===== config.mk =====
export PLATFORM = sky130hd
export DESIGN_NAME = exec_alu_stage
export DESIGN_NICKNAME = d
export VERILOG_FILES = /design/src/rtl/exec_alu_stage.sv
export SDC_FILE = /design/constraint.sdc
export NUM_CORES = 1
export LEC_CHECK = 0
export ABC_AREA = 1
export CORE_MARGIN = 5
export CORE_UTILIZATION = 40
export CTS_BUF_LIST = sky130_fd_sc_hd__clkbuf_4 sky130_fd_sc_hd__clkbuf_8
export CTS_CLUSTER_DIAMETER = 30
export CTS_CLUSTER_SIZE = 24
export DETAILED_ROUTE_END_ITERATION = 8
export GPL_TIMING_DRIVEN = 0
export SKIP_CTS_REPAIR_TIMING = 1
export SYNTH_ARGS = -nofsm -noshare
export SYNTH_HDL_FRONTEND = slang
export SYNTH_SLANG_ARGS = --single-unit

===== constraint.sdc =====
create_clock -name clk -period 3.7 [get_ports clk]
set_input_delay 0.555 -clock clk [delete_from_list [all_inputs] [get_ports clk]]
set_output_delay 0.555 -clock clk [all_outputs]
set_load 0.02 [all_outputs]

===== src/rtl/exec_alu_stage.sv =====
// -----------------------------------------------------------------------------
// exec_alu_stage
//
// Execute stage sitting directly behind the register file. Takes the two read
// operands (Bus_A / Bus_B, or an immediate in place of B), computes a result and
// drives the register-file write port (Bus_W, RW, reg_write).
//
// Single-cycle ops (ADD..SLTU) complete with latency 1 and may be issued every
// cycle. MUL runs a fixed-length shift-add multiplier under a three-state FSM
// (IDLE -> MUL -> DONE -> IDLE); the stage is busy for WIDTH+1 cycles and the
// write pulse appears WIDTH+2 cycles after the accepting edge counted as
// latency (i.e. on the same cycle in_ready returns high).
//
// Ports
//   clk        in   clock, rising-edge
//   rst_n      in   asynchronous active-low reset
//   in_valid   in   operation presented this cycle
//   in_ready   out  stage can accept (high only in IDLE)
//   op         in   4-bit opcode (0..10 legal, 11..15 illegal)
//   Bus_A      in   operand A
//   Bus_B      in   operand B
//   imm        in   immediate operand
//   use_imm    in   select imm instead of Bus_B as operand B
//   rd         in   destination register
//   Bus_W      out  result (write data)
//   RW         out  destination (write address)
//   reg_write  out  one-cycle write-enable pulse; never asserted for rd == 0
//   zero       out  Bus_W == 0, registered together with Bus_W
//   illegal    out  one-cycle pulse for an unsupported opcode
// -----------------------------------------------------------------------------
module exec_alu_stage #(
    parameter int WIDTH = 32,
    parameter int AW    = 5
) (
    input  logic             clk,
    input  logic             rst_n,
    input  logic             in_valid,
    output logic             in_ready,
    input  logic [3:0]       op,
    input  logic [WIDTH-1:0] Bus_A,
    input  logic [WIDTH-1:0] Bus_B,
    input  logic [WIDTH-1:0] imm,
    input  logic             use_imm,
    input  logic [AW-1:0]    rd,
    output logic [WIDTH-1:0] Bus_W,
    output logic [AW-1:0]    RW,
    output logic             reg_write,
    output logic             zero,
    output logic             illegal
);

    localparam int SHW = $clog2(WIDTH);
    localparam int CW  = $clog2(WIDTH + 1);

    typedef enum logic [3:0] {
        OP_ADD  = 4'd0,
        OP_SUB  = 4'd1,
        OP_AND  = 4'd2,
        OP_OR   = 4'd3,
        OP_XOR  = 4'd4,
        OP_SLL  = 4'd5,
        OP_SRL  = 4'd6,
        OP_SRA  = 4'd7,
        OP_SLT  = 4'd8,
        OP_SLTU = 4'd9,
        OP_MUL  = 4'd10
    } op_e;

    typedef enum logic [1:0] {
        S_IDLE = 2'd0,
        S_MUL  = 2'd1,
        S_DONE = 2'd2
    } state_e;

    state_e state, state_nxt;

    // Multiplier working registers
    logic [WIDTH-1:0] mcand;
    logic [WIDTH-1:0] mplier;
    logic [WIDTH-1:0] acc;
    logic [CW-1:0]    count;
    logic [AW-1:0]    mul_rd;

    // Single-cycle datapath
    logic [WIDTH-1:0] opnd_b;
    logic [SHW-1:0]   shamt;
    logic [WIDTH-1:0] alu_res;
    logic             alu_legal;
    logic             accept;

    assign in_ready = (state == S_IDLE);
    assign accept   = in_valid && in_ready;
    assign opnd_b   = use_imm ? imm : Bus_B;
    assign shamt    = opnd_b[SHW-1:0];

    // NOTE: every signal written in an always_comb gets a default at the top,
    // so no path through the case leaves it unassigned (which would infer a latch).
    always_comb begin
        alu_res   = '0;
        alu_legal = 1'b1;
        case (op)
            OP_ADD:  alu_res = Bus_A + opnd_b;
            OP_SUB:  alu_res = Bus_A - opnd_b;
            OP_AND:  alu_res = Bus_A & opnd_b;
            OP_OR:   alu_res = Bus_A | opnd_b;
            OP_XOR:  alu_res = Bus_A ^ opnd_b;
            OP_SLL:  alu_res = Bus_A << shamt;
            OP_SRL:  alu_res = Bus_A >> shamt;
            OP_SRA:  alu_res = WIDTH'($signed(Bus_A) >>> shamt);
            OP_SLT:  alu_res = {{(WIDTH-1){1'b0}}, ($signed(Bus_A) < $signed(opnd_b))};
            OP_SLTU: alu_res = {{(WIDTH-1){1'b0}}, (Bus_A < opnd_b)};
            OP_MUL:  alu_res = '0;  // handled by the FSM
            default: alu_legal = 1'b0;
        endcase
    end

    // Next-state logic
    always_comb begin
        state_nxt = state;
        case (state)
            S_IDLE: if (accept && op == OP_MUL) state_nxt = S_MUL;
            S_MUL:  if (count == CW'(WIDTH - 1)) state_nxt = S_DONE;
            S_DONE: state_nxt = S_IDLE;
            default: state_nxt = S_IDLE;
        endcase
    end

    // NOTE: sequential state uses non-blocking assignments only, so every
    // register samples pre-edge values regardless of statement order.
    always_ff @(posedge clk or negedge rst_n) begin
        if (!rst_n) begin
            state <= S_IDLE;
        end else begin
            state <= state_nxt;
        end
    end

    always_ff @(posedge clk or negedge rst_n) begin
        if (!rst_n) begin
            Bus_W     <= '0;
            RW        <= '0;
            reg_write <= 1'b0;
            zero      <= 1'b1;
            illegal   <= 1'b0;
            mcand     <= '0;
            mplier    <= '0;
            acc       <= '0;
            count     <= '0;
            mul_rd    <= '0;
        end else begin
            // NOTE: pulse outputs default low each cycle and are raised only on
            // the cycle an op completes; everything else holds its last value.
            reg_write <= 1'b0;
            illegal   <= 1'b0;

            case (state)
                S_IDLE: begin
                    if (accept) begin
                        if (op == OP_MUL) begin
                            mcand  <= Bus_A;
                            mplier <= opnd_b;
                            acc    <= '0;
                            count  <= '0;
                            mul_rd <= rd;
                        end else if (alu_legal) begin
                            Bus_W     <= alu_res;
                            RW        <= rd;
                            zero      <= (alu_res == '0);
                            reg_write <= (rd != '0);
                        end else begin
                            Bus_W   <= '0;
                            RW      <= rd;
                            zero    <= 1'b1;
                            illegal <= 1'b1;
                        end
                    end
                end

                S_MUL: begin
                    // Fixed WIDTH iterations; no early exit on a zero multiplier.
                    if (mplier[0]) acc <= acc + mcand;
                    mcand  <= mcand << 1;
                    mplier <= mplier >> 1;
                    count  <= count + 1'b1;
                end

                S_DONE: begin
                    Bus_W     <= acc;
                    RW        <= mul_rd;
                    zero      <= (acc == '0);
                    reg_write <= (mul_rd != '0);
                end

                default: ;
            endcase
        end
    end

endmodule


==> impl_metrics.py <==
metrics = {
    "detailed_routing": {
        "dr.pass1.iters": 8,
        "postRouteAntennaNets": 0,
        "drc_errors": 0,
        "drtIter0Drc": 3349,
        "wire_per_inst_um": 25.8,
        "via_count": 24300,
        "drt-total-wl_um": 104000,
        "drt-vias-per-instance": 6.00,
    },
    "synthesis": {
        "synth_top_family_by_area": "simple AND/OR/NAND/NOR gates",
        "syn_nets": 3493,
        "yosys.area_share.simple_pct": 43.6,
        "synthesis.area_um2": 18800,
        "synth.largest_area_cell": "dfrtp_1",
        "yosysSeqAreaShare_pct": 19.8,
        "synth_ff_type": "dfrtp_1",
        "synth_edf_count": 0,
        "synthMuxAreaShare_pct": 0,
        "avgSynthCellArea_um2": 5.80,
        "synthDistinctLibCells": 51,
        "synth.most_common_cell": "nand2_1",
        "synthXorXnorAreaFrac_pct": 0.279,
        "synthArstFlopShare_pct": 100,
        "synth-compound-area-share_pct": 15.8,
        "synth_top_area_share_pct": 19.7,
        "yosys-top-cells-count": "933 x nand2_1, 529 x nand3_1, 371 x inv_1",
        "synth_seq_cells": 149,
        "ys_warn_count": 0,
        "synth.area.top_cells": "dfrtp_1 20%, nand2_1 19%, nand3_1 14%, ha_1 8.8%, inv_1 7.4%",
        "synthAdderAreaFrac_pct": 9.09,
        "syn_inst": 3249,
    },
    "clock_network": {
        "numCtsBuffers": 17,
        "clk_pin_slew_ns": 0.09,
        "insertion_delay_ns": 0.49,
        "cts_max_level": 4,
        "cts_tree": "built",
        "cts_buffer_depth": 2,
        "clock_sinks": 149,
        "cts_root_buffer": "clkbuf_8",
    },
    "sta": {
        "rsz0062_at_grt": "true",
        "fin_setup_tns_ns": -0.0860,
        "worst_slew_pin_slew_ns": 0.955,
        "timing.final.ws_setup_ns": -0.0860,
        "min_period_ns": 3.79,
        "slew_headroom_pct": 36.1,
        "fin_skew_ns": 0.0121,
        "fmax_mhz": 264,
        "slew_viol_final": 0,
        "hold_violations": 0,
        "finalCritPeriodShare_pct": 102,
        "setup_viol": 1,
    },
    "layout": {
        "drive_above_1_share_pct": 10.0,
        "syn2layout_area_growth_pct": 19.1,
        "finalNetCount": 3667,
    },
    "global_route": {
        "grt_start_max_net_pins": 88,
        "grt_pass1_wl_um": 148000,
        "grt_pass1_vias": 23100,
        "track_usage_pct": 39.0,
        "gr-total-overflow": 0,
        "antenna_found_initial": 3,
    },
    "floorplan": {
        "fp-row-count": 79,
        "start_util_pct": 40.4,
        "die_area_um2": 51500,
        "die_w_um": 227,
        "io_pins": 150,
        "fp.dieH_um": 227,
        "core_area_um2": 46600,
    },
    "run_status": {
        "outcome": "finished with violations",
        "violations": "setup timing",
    },
    "place": {
        "gp_congestion": 1.09,
        "pre_cts_ws_ns": -1.91,
        "hpwl_um": 86000,
        "io_buffers": 148,
    },
    "critical_path": {
        "r2r_slack_ns": 0.33,
        "endpoint_kind": "flop",
        "startpoint_type": "primary input",
        "worstPathArrival_ns": 4.21,
        "cp.required_ns": 4.12,
        "crit_fanout": 10,
        "path_class": "primary input to flop",
    },
    "job": {
        "drv_cap": 0,
    },
    "power_and_ir_drop": {
        "power_mw": 12.2,
        "ir_drop_mv": 0.439,
        "leakage_nw": 11.5,
        "power_density_nw_per_um2": 545,
    },
    "worst_hold_path": {
        "hp-class": "primary input to asynchronous set/reset pin",
    },
}
-- through the flow --
stage	instance area [µm²]	util (%)	hold slack (ns)	instances
after floorplan	18800	-	0.259	3249
after global placement	21100	45.3	0.467	4004
after detailed placement	21100	45.3	0.473	4005
after CTS	21500	46.3	0.0550	4037
after global routing	22400	48.2	0.0859	4043
final	22400	48.2	0.0512	4047
-- area by class of cell --
class                           count  area [µm²]
Antenna cell                        4        10.0
Buffer                            143         822
Clock buffer                       17         234
Clock inverter                     15         209
Fill cell                        5045       24100
Inverter                          380        1440
Multi-Input combinational cell   2573       13600
Sequential cell                   149        3730
Tap cell                          607         759
Timing Repair Buffer              159        1670
-- worst max-delay path: stages --
cell and delay (ns):
clkdlybuf4s50_1 0.70, inv_1 0.14, nor2_2 0.58, inv_1 0.19
nor2_4 0.48, nor2_2 0.18, nor2_2 0.23, a21oi_1 0.14
o21ai_0 0.13, inv_1 0.08, nand3_1 0.22, nor2_1 0.09
nand2_1 0.09, nor2_2 0.05, nand2_1 0.09, nor2_2 0.06
nand3_1 0.10, a21oi_1 0.08
-- state kept, by name, summed over array words and instances, names as in the netlist --
| signal | count |
|---|---|
| Bus_W | 32 |
| acc | 32 |
| mcand | 32 |
| mplier | 32 |
| count | 6 |
| RW | 5 |
| mul_rd | 5 |
| state | 2 |
| illegal | 1 |
| reg_write | 1 |
| zero | 1 |
-- kinds of logic (layout without fill, tap and decap cells) --
| family | count (synthesis) | in the layout |
|---|---|---|
| flops | 149 | 149 |
| xor+xnor | 6 | 6 |
| compound gates | 530 | 530 |
| simple gates | 1902 | 1902 |
| other cells | 0 | 4 |
| fa+ha+maj | 135 | 135 |
| buf+inv | 527 | 714 |
-- cells in the final DEF, fill, tap and decap left out, types with 36 or more instances in the layout --
cell,netlist,routed
nand3_1,529,514
clkbuf_1,62,54
buf_2,57,43
o21ai_0,183,152
nand2_2,13,45
clkdlybuf4s50_1,0,119
ha_1,132,125
nor2_1,297,260
a21oi_1,193,179
dfrtp_1,148,148
inv_1,371,361
a31oi_1,42,42
nand2_1,933,898
o211ai_1,36,36
-- layer usage --
layer	part of all wire [%]	up-vias	track usage (%)
met2	43	1464	61.1
met1	38	11400	48.6
met3	10	375	7.90
met4	8.6	2	26.4
met5	0.012	-	0
li1	-	11100	-
-- final timing paths --
kind / cells past startpoint / startpoint / endpoint
min in group clk: 2 / mul_rd[0]$_DFFE_PN0P_ / mul_rd[0]$_DFFE_PN0P_
max in group asynchronous: 2 / rst_n / Bus_W[30]$_DFFE_PN0P_
setup / recovery: 18 / op[1] / zero$_DFFE_PN1P_
hold / removal: 1 / rst_n / acc[1]$_DFFE_PN0P_
hold reg to reg: 2 / mul_rd[0]$_DFFE_PN0P_ / mul_rd[0]$_DFFE_PN0P_
setup reg to reg: 8 / state[0]$_DFFE_PN0P_ / acc[14]$_DFFE_PN0P_
-- where the power goes --
part / switching (mW) / internal (mW) / total [mW] / leakage (nW)
clock network: 0.754 / 0.699 / 1.45 / 0.221
registers: 0.612 / 2.45 / 3.06 / 1.78
logic: 5.11 / 2.61 / 7.72 / 9.50
total: 6.48 / 5.75 / 12.2 / 11.5
(Power assumes the default switching activity.)
